--- src/rtl/alu_pkg.sv ---
// alu_pkg: op codes, handshake FSM state type and multiply-op decode helpers for alu_pipe.
// Latency: n/a (declarations only).
// Backpressure: n/a.
// Optional feature macro used by the importing RTL: ALU_MUL_EN.
package alu_pkg;

   localparam int OP_W = 5;

   localparam logic [OP_W-1:0] OP_ADD    = 5'b00000;
   localparam logic [OP_W-1:0] OP_SUB    = 5'b01000;
   localparam logic [OP_W-1:0] OP_SLL    = 5'b00001;
   localparam logic [OP_W-1:0] OP_SLT    = 5'b00010;
   localparam logic [OP_W-1:0] OP_SLTU   = 5'b00011;
   localparam logic [OP_W-1:0] OP_XOR    = 5'b00100;
   localparam logic [OP_W-1:0] OP_SRL    = 5'b00101;
   localparam logic [OP_W-1:0] OP_SRA    = 5'b01101;
   localparam logic [OP_W-1:0] OP_OR     = 5'b00110;
   localparam logic [OP_W-1:0] OP_AND    = 5'b00111;
   localparam logic [OP_W-1:0] OP_MUL    = 5'b10000;
   localparam logic [OP_W-1:0] OP_MULH   = 5'b10001;
   localparam logic [OP_W-1:0] OP_MULHSU = 5'b10010;
   localparam logic [OP_W-1:0] OP_MULHU  = 5'b10011;

   typedef enum logic [1:0] {
      ST_IDLE = 2'd0,   // output register empty
      ST_BUSY = 2'd1,   // multiply iterating
      ST_HOLD = 2'd2    // result held, out_valid high
   } state_e;

   // Multiply codes occupy 100xx.
   function automatic logic is_mul_op(input logic [OP_W-1:0] op);
      return op[4:2] == 3'b100;
   endfunction

   // Only MUL returns the low half of the product; the MULH* family returns the high half.
   function automatic logic mul_take_high(input logic [OP_W-1:0] op);
      return op[1:0] != 2'b00;
   endfunction

   function automatic logic mul_a_signed(input logic [OP_W-1:0] op);
      return (op == OP_MULH) || (op == OP_MULHSU);
   endfunction

   function automatic logic mul_b_signed(input logic [OP_W-1:0] op);
      return op == OP_MULH;
   endfunction

endpackage

--- src/rtl/alu_mul_iter.sv ---
// alu_mul_iter: iterative shift-add multiplier on operand magnitudes, sign applied at the end.
// Latency: XLEN cycles after start; done pulses combinationally during the final step.
// Backpressure: none; caller must capture product in the cycle done is high. kill aborts.
// Ports: clk, rst_n (async, active-low), kill (sync abort), start, a/b operands,
//        a_signed/b_signed per-operand signedness, done, product (2*XLEN, valid with done).
module alu_mul_iter #(
   parameter int XLEN = 32
) (
   input  logic              clk,
   input  logic              rst_n,
   input  logic              kill,
   input  logic              start,
   input  logic [XLEN-1:0]   a,
   input  logic [XLEN-1:0]   b,
   input  logic              a_signed,
   input  logic              b_signed,
   output logic              done,
   output logic [2*XLEN-1:0] product
);

   localparam int CNT_W = $clog2(XLEN + 1);

   logic              busy_q,   busy_d;
   logic [CNT_W-1:0]  cnt_q,    cnt_d;
   logic [2*XLEN-1:0] acc_q,    acc_d;
   logic [2*XLEN-1:0] mcand_q,  mcand_d;
   logic [XLEN-1:0]   mplier_q, mplier_d;
   logic              neg_q,    neg_d;

   logic              a_neg, b_neg;
   logic [XLEN-1:0]   a_mag, b_mag;
   logic [2*XLEN-1:0] sum;

   always_comb begin
      a_neg = a_signed & a[XLEN-1];
      b_neg = b_signed & b[XLEN-1];
      // Magnitude of the most negative value still fits as an unsigned XLEN number.
      a_mag = a_neg ? -a : a;
      b_mag = b_neg ? -b : b;

      sum     = acc_q + (mplier_q[0] ? mcand_q : '0);
      done    = busy_q && (cnt_q == CNT_W'(1));
      // Product is exact on the final step; the sign is applied to the completed magnitude.
      product = neg_q ? -sum : sum;

      busy_d   = busy_q;
      cnt_d    = cnt_q;
      acc_d    = acc_q;
      mcand_d  = mcand_q;
      mplier_d = mplier_q;
      neg_d    = neg_q;

      if (kill) begin
         busy_d = 1'b0;
         cnt_d  = '0;
      end else if (start) begin
         busy_d   = 1'b1;
         cnt_d    = CNT_W'(XLEN);
         acc_d    = '0;
         mcand_d  = {{XLEN{1'b0}}, a_mag};
         mplier_d = b_mag;
         neg_d    = a_neg ^ b_neg;
      end else if (busy_q) begin
         acc_d    = sum;
         mcand_d  = mcand_q << 1;
         mplier_d = mplier_q >> 1;
         cnt_d    = cnt_q - CNT_W'(1);
         if (cnt_q == CNT_W'(1)) begin
            busy_d = 1'b0;
         end
      end
   end

   always_ff @(posedge clk or negedge rst_n) begin
      if (!rst_n) begin
         busy_q   <= 1'b0;
         cnt_q    <= '0;
         acc_q    <= '0;
         mcand_q  <= '0;
         mplier_q <= '0;
         neg_q    <= 1'b0;
      end else begin
         busy_q   <= busy_d;
         cnt_q    <= cnt_d;
         acc_q    <= acc_d;
         mcand_q  <= mcand_d;
         mplier_q <= mplier_d;
         neg_q    <= neg_d;
      end
   end

endmodule

--- src/rtl/alu_pipe.sv ---
// alu_pipe: RV32I execute ALU with valid/ready on both sides; optional RV32M multiply (macro ALU_MUL_EN).
// Latency: base/illegal ops 1 cycle (registered); multiplies XLEN cycles after accept.
// Backpressure: in_ready only when empty or when the held result is taken this cycle; flush kills everything.
// Ports: clk, reset_n (async, active-low), flush; in_valid/in_ready with SrcA, SrcB, ALUControl;
//        out_valid/out_ready with ALUResult, Zero, Illegal (all registered together).
module alu_pipe
   import alu_pkg::*;
#(
   parameter int XLEN = 32
) (
   input  logic            clk,
   input  logic            reset_n,
   input  logic            flush,
   input  logic            in_valid,
   output logic            in_ready,
   input  logic [XLEN-1:0] SrcA,
   input  logic [XLEN-1:0] SrcB,
   input  logic [OP_W-1:0] ALUControl,
   output logic            out_valid,
   input  logic            out_ready,
   output logic [XLEN-1:0] ALUResult,
   output logic            Zero,
   output logic            Illegal
);

   localparam int SHAMT_W = $clog2(XLEN);

   state_e          state_q, state_d;
   logic [XLEN-1:0] res_q,   res_d;
   logic            zero_q,  zero_d;
   logic            ill_q,   ill_d;

   logic [SHAMT_W-1:0] shamt;
   logic [XLEN-1:0]    base_res;
   logic               base_ill;
   logic               accept;
   logic               is_mul;

   // Base-op unit: shift amount masked to the low SHAMT_W bits of SrcB.
   always_comb begin
      shamt    = SrcB[SHAMT_W-1:0];
      base_res = '0;
      base_ill = 1'b0;
      case (ALUControl)
         OP_ADD:  base_res = SrcA + SrcB;
         OP_SUB:  base_res = SrcA - SrcB;
         OP_SLL:  base_res = SrcA << shamt;
         OP_SLT:  base_res = {{(XLEN-1){1'b0}}, ($signed(SrcA) < $signed(SrcB))};
         OP_SLTU: base_res = {{(XLEN-1){1'b0}}, (SrcA < SrcB)};
         OP_XOR:  base_res = SrcA ^ SrcB;
         OP_SRL:  base_res = SrcA >> shamt;
         OP_SRA:  base_res = $signed(SrcA) >>> shamt;
         OP_OR:   base_res = SrcA | SrcB;
         OP_AND:  base_res = SrcA & SrcB;
         default: base_ill = 1'b1;   // result stays 0, so Zero follows as 1
      endcase
   end

`ifdef ALU_MUL_EN
   logic              mul_start;
   logic              mul_done;
   logic [2*XLEN-1:0] mul_prod;
   logic [XLEN-1:0]   mul_res;
   logic              mul_hi_q, mul_hi_d;

   assign is_mul    = is_mul_op(ALUControl);
   assign mul_start = accept && is_mul;
   assign mul_res   = mul_hi_q ? mul_prod[2*XLEN-1:XLEN] : mul_prod[XLEN-1:0];

   always_comb begin
      mul_hi_d = mul_hi_q;
      if (mul_start) begin
         mul_hi_d = mul_take_high(ALUControl);
      end
   end

   always_ff @(posedge clk or negedge reset_n) begin
      if (!reset_n) begin
         mul_hi_q <= 1'b0;
      end else begin
         mul_hi_q <= mul_hi_d;
      end
   end

   alu_mul_iter #(.XLEN(XLEN)) u_mul (
      .clk      (clk),
      .rst_n    (reset_n),
      .kill     (flush),
      .start    (mul_start),
      .a        (SrcA),
      .b        (SrcB),
      .a_signed (mul_a_signed(ALUControl)),
      .b_signed (mul_b_signed(ALUControl)),
      .done     (mul_done),
      .product  (mul_prod)
   );
`else
   // Multiply codes fall into the base unit's illegal path.
   assign is_mul = 1'b0;
`endif

   // Handshake FSM and output register next-state.
   always_comb begin
      in_ready = !flush && ((state_q == ST_IDLE) || ((state_q == ST_HOLD) && out_ready));
      accept   = in_valid && in_ready;

      state_d = state_q;
      res_d   = res_q;
      zero_d  = zero_q;
      ill_d   = ill_q;

      if (accept) begin
         if (is_mul) begin
            state_d = ST_BUSY;
         end else begin
            state_d = ST_HOLD;
            res_d   = base_res;
            zero_d  = (base_res == '0);
            ill_d   = base_ill;
         end
      end else if ((state_q == ST_HOLD) && out_ready) begin
         state_d = ST_IDLE;
      end
`ifdef ALU_MUL_EN
      else if ((state_q == ST_BUSY) && mul_done) begin
         state_d = ST_HOLD;
         res_d   = mul_res;
         zero_d  = (mul_res == '0);
         ill_d   = 1'b0;
      end
`endif

      // Flush wins over everything; the held/in-flight result is simply dropped.
      if (flush) begin
         state_d = ST_IDLE;
      end
   end

   always_ff @(posedge clk or negedge reset_n) begin
      if (!reset_n) begin
         state_q <= ST_IDLE;
         res_q   <= '0;
         zero_q  <= 1'b0;
         ill_q   <= 1'b0;
      end else begin
         state_q <= state_d;
         res_q   <= res_d;
         zero_q  <= zero_d;
         ill_q   <= ill_d;
      end
   end

   assign out_valid = (state_q == ST_HOLD);
   assign ALUResult = res_q;
   assign Zero      = zero_q;
   assign Illegal   = ill_q;

endmodule

--- config.mk ---
export PLATFORM = sky130hd
export DESIGN_NAME = alu_pipe
export DESIGN_NICKNAME = d
export VERILOG_FILES = /design/src/rtl/alu_pkg.sv /design/src/rtl/alu_mul_iter.sv /design/src/rtl/alu_pipe.sv
export SDC_FILE = /design/constraint.sdc
export NUM_CORES = 1
export LEC_CHECK = 0
export CAP_MARGIN = 20
export CORE_MARGIN = 2
export CORE_UTILIZATION = 61
export CTS_CLUSTER_DIAMETER = 30
export DETAILED_ROUTE_END_ITERATION = 10
export PLACE_DENSITY = 0.89
export RECOVER_POWER = 100
export SKIP_CTS_REPAIR_TIMING = 1
export SYNTH_ARGS = -nofsm -noshare
export SYNTH_HDL_FRONTEND = slang
export SYNTH_SLANG_ARGS = --single-unit
--- constraint.sdc ---
create_clock -name clk -period 2.9 [get_ports clk]
set_input_delay 0.58 -clock clk [delete_from_list [all_inputs] [get_ports clk]]
set_output_delay 0.58 -clock clk [all_outputs]
set_load 0.02 [all_outputs]
==> qor.txt, run 1 <==
Status: did not finish
Fail Step: 5_1_grt
Error msg: [ERROR GRT-0116] Global routing finished with congestion. Check the congestion regions in the DRC Viewer.
DP HPWL: 57.5 mm
Primary FF master, synth: dfrtp_1
Die H: 139 um
Register area share after synthesis: 7.87%
Syn Inst Count: 1515
Post-synth cell types: 93
Pin count of the biggest net entering global routing: 43
Post-Syn Area: 11100 um2
Global route overflow: 848
CTS H-tree depth: 2
Synthesized Nets: 1688
Post-synth top area cell: ha_1
First-pass GRT wire length: 146 mm
Ys Warns: 0
Die Wd: 139 um
Total CTS buffers: 5
Port bufs: 109
Row count: 49
Boundary Pins: 110
Post-synth EDFFs: 0
Initial Utilization: 62.0%
Post-synth top area share: 10.9%
Vias in the first global route: 22600
Top post-synthesis cells by area: ha_1, dfrtp_1, mux2_2
RD Place Congestion: 1.38
Root Buffer: clkbuf_16
Syn Area/Cell: 7.35 um2
Clk sinks: 35
Post-synth ARST share: 100%
Tot GR Track Use: 95.4%
Maximum clock path buffer count: 2
#FFs+latches synth: 35
[cell usage after synthesis, drive strengths merged, types with 9 or more instances]
cell	n
buf	54
mux4	25
a221oi	20
clkbuf	68
mux2i	61
a211o	9
and2	11
nand2	138
a221o	10
o2111ai	9
o21bai	9
nand2b	22
a21oi	104
nor2	120
a31oi	19
o211ai	22
a22oi	12
o21a	11
inv	98
a22o	15
o31a	9
ha	97
dfrtp	35
nand4	23
o31ai	18
nor4	18
or3	16
nor2b	19
mux2	62
o221ai	17
nor3	53
xnor2	14
o22ai	24
nand3	32
a21o	15
o21ai	72
a211oi	29
[kinds of logic after synthesis]
kind of cell / share of synthesized area [%]
multiplexers: 17.2
AO/OA/AOI/OAI: 32.6
AND/OR/NAND/NOR: 21.6
adder cells (fa/ha/maj): 11.3
buffers and inverters: 8.41
flip-flops: 7.87
XOR/XNOR: 1.18
[layer usage]
layer,overflow,GRT usage [%]
met5,6,57.9
met4,258,103
met3,42,83.5
met2,511,110
met1,31,91.3
[through the flow]
| stage | hold WS, ns | instances | area (um2) | worst slack (ns) | setup TNS, ns |
|---|---|---|---|---|---|
| after CTS | 0.489 | 2333 | 17000 | -1.54 | -25.64 |
| after detailed placement | 0.473 | 2325 | 16800 | -1.61 | -30.94 |
| after global placement | 0.464 | 2325 | 16800 | -1.30 | -23.55 |
| after floorplan | 0.284 | 1515 | 11600 | -0.771 | -4.66 |
==> run 2, diff against run 1 <==
- CORE_UTILIZATION: 61 -> 40
- CTS_CLUSTER_DIAMETER: 30 -> not set
- PLACE_DENSITY: 0.89 -> not set
- PLACE_DENSITY_LB_ADDON: not set -> 0.15
==> run 2 against run 1 <==
The flow now finishes, with violations (negative setup slack). Synthesized cell count unchanged. Synthesized area is the same.
==> qor.txt, run 2 <==
Status: finished with violations
Failing checks: negative setup slack
Most frequent cell after synthesis: nand2_1
Register area share after synthesis: 7.87% (unchanged)
Global route overflow: 0
Unrepaired setup endpoints after global routing: yes
Vias in the first global route: 15300
Ys Warns: 0 (unchanged)
Crit share post-route: 131%
Boundary Pins: 110 (unchanged)
First-pass GRT wire length: 93.2 mm
Final setup vio count: 21
Reg-to-Reg End: Zero
Top post-synthesis cells by area: ha_1, dfrtp_1, mux2_2
DP Cell Count: 2527 (+8.7%)
Critical path class: in2reg
DR iter-0 viols: 2143
PD cells: 253 nW/um2
Vias: 16100
Syn Inst Count: 1515 (unchanged)
Nets: 2373
Worst setup EP type: register
Clk sinks: 35 (unchanged)
Worst slew margin: 38.7%
Post-synth top area cell: ha_1
Area grow syn2layout: 74.8%
DRC errors left: 0
Worst EP required: 3.08 ns
Crit-path max FO: 5
Hold EP: ALUResult[2]
Synthesized Nets: 1688 (unchanged)
CTS H-tree depth: 2 (unchanged)
Post-synth cell types: 93 (unchanged)
Non-filler instance count after layout: 2579
Setup slack after layout: -0.911 ns
Post-synth ARST share: 100% (unchanged)
Final Hold Viols: 0
P_leak: 9.14 nW
Post-synth top area share: 10.9% (unchanged)
Worst setup skew after layout: 0.00620 ns
Max cap viols: 0
Antenna viol nets, final: 0
Primary FF master, synth: dfrtp_1
Root Buffer: clkbuf_16
Initial antenna violation count: 2
Layout cell share with drive strength beyond 1: 47.5%
Tot GR Track Use: 42.6%
Final Util: 70.4%
Worst r2r src: state_q[1]
CTS tree: built
Worst reg-to-reg path cell count: 11
Final min period: 3.81 ns
CP Launch Type: input pin
Die Wd: 171 um (+23%)
Port bufs: 109 (unchanged)
Die H: 171 um (+23%)
Insertion delay to the later sink of the worst-skew pair: 0.28 ns
#FFs+latches synth: 35 (unchanged)
Post-synth EDFFs: 0 (unchanged)
Pre-CTS setup slack: -1.88 ns (-0.268 ns)
Worst hold start: ALUResult[2]
Pre-antenna DRT Iters: 6
Critical Path AT: 3.99 ns
Highest Clock Rate: 262 MHz
Max FFs per register: 32
DR vias/cell: 6.25
Syn Area/Cell: 7.35 um2 (unchanged)
Worst Max-Slew Pin Slew: 0.907 ns
Post-Syn Area: 11100 um2 (unchanged)
Max IR drop VDD: 0.000210 V
Leading cell type in the layout, fill and taps excluded: buf_4
Total CTS buffers: 5 (unchanged)
Average wire per standard cell: 25.6 um
Final Slew Violations: 0
Ant diodes: 0
Post-Route WL: 66.1 mm
Fillers: 2309
Clock Pin Slew Worst Setup and Hold Paths: 0.05 ns
DP HPWL: 53.1 mm (-7.7%)
Worst hold path class: reg2reg
R2R Setup Slk: 0.01 ns
Final Power: 4.93 mW
RD Place Congestion: 1.05 (-24%)
Initial Utilization: 40.3% (-22 points)
DIE AREA: 29200 um2
Row count: 61 (+24%)
Pin count of the biggest net entering global routing: 44
Core Region: 27600 um2
Synth cell count leaders: nand2_1, nor2_1, a21oi_1
WHS Path Cells: 2
Setup TNS: -8.09 ns
Commonest cells after routing, fill and taps aside: buf_4, nand2_1, nor2_1, a21oi_1, inv_1
Maximum clock path buffer count: 2 (unchanged)
run 2: worst max-delay path, stage by stage:
cell	delay, ns
buf_4	0.15
inv_4	0.08
ha_4	0.22
o211a_4	0.27
a2111oi_4	0.32
buf_4	0.19
o31ai_4	0.08
buf_4	0.15
a21o_1	0.17
o22ai_4	0.18
nand4_1	0.29
a2111oi_2	0.37
and4b_1	0.29
and4_1	0.22
nand4_1	0.12
o41ai_2	0.30
run 2: final cells by class:
cell class                 instances  area [um2]  share of cell area (%)
clock buffer                       7         133                   0.681
multi-input combinational       1259       10900                    55.8
sequential                        35         876                    4.50
inverter                          99         412                    2.12
timing repair buffer             800        6710                    34.5
clock inverter                     1        5.00                  0.0257
tap                              378         473                    2.43
run 2: worst max-delay path by stage:
stage / from / end / cells after the start / slack (ns)
2_1_floorplan: SrcB[1] / Zero / 15 / -0.77
3_3_place_gp: SrcA[1] / Zero / 16 / -1.83
3_5_place_dp: SrcA[1] / Zero / 15 / -1.88
4_1_cts: SrcA[0] / Zero / 14 / -1.58
5_1_grt: SrcB[2] / Zero / 16 / -0.99
6_report: SrcB[2] / Zero / 16 / -0.91
run 2: cells by family (layout without fill, tap and decap cells):
logic type / after synthesis / after routing / synth area share, %
simple gates: 491 / 491 / 21.6
buf+inv: 221 / 907 / 8.41
compound gates: 506 / 506 / 32.6
xor+xnor: 15 / 15 / 1.18
fa+ha+maj: 99 / 99 / 11.3
flops: 35 / 35 / 7.87
mux: 148 / 148 / 17.2
run 2: metal layers:
layer  track usage, %  routed length [um]  share of wire [%]  vias up
met5                0                   0                  0        -
met4             26.0                5190                7.9        0
met3             8.65                6720                 10      246
met2             66.1               28600                 43     1042
met1             54.2               25500                 39     7690
li1                 -                   -                  -     7149
run 2: stage by stage:
stage | area (um2) | hold WS [ns]
3_5_place_dp | 17400 | 0.469
5_1_grt | 19500 | 0.509
3_3_place_gp | 17400 | 0.466
4_1_cts | 17500 | 0.481
2_1_floorplan | 11600 | 0.284
6_report | 19500 | 0.471
run 2: where the power goes:
group | total [mW] | internal, mW | switching [mW]
Clock | 0.514 | 0.317 | 0.197
Sequential | 0.590 | 0.555 | 0.0349
Combinational | 3.82 | 1.84 | 1.98
Total | 4.93 | 2.72 | 2.21
No activity file was read; power rests on OpenSTA's default activity.
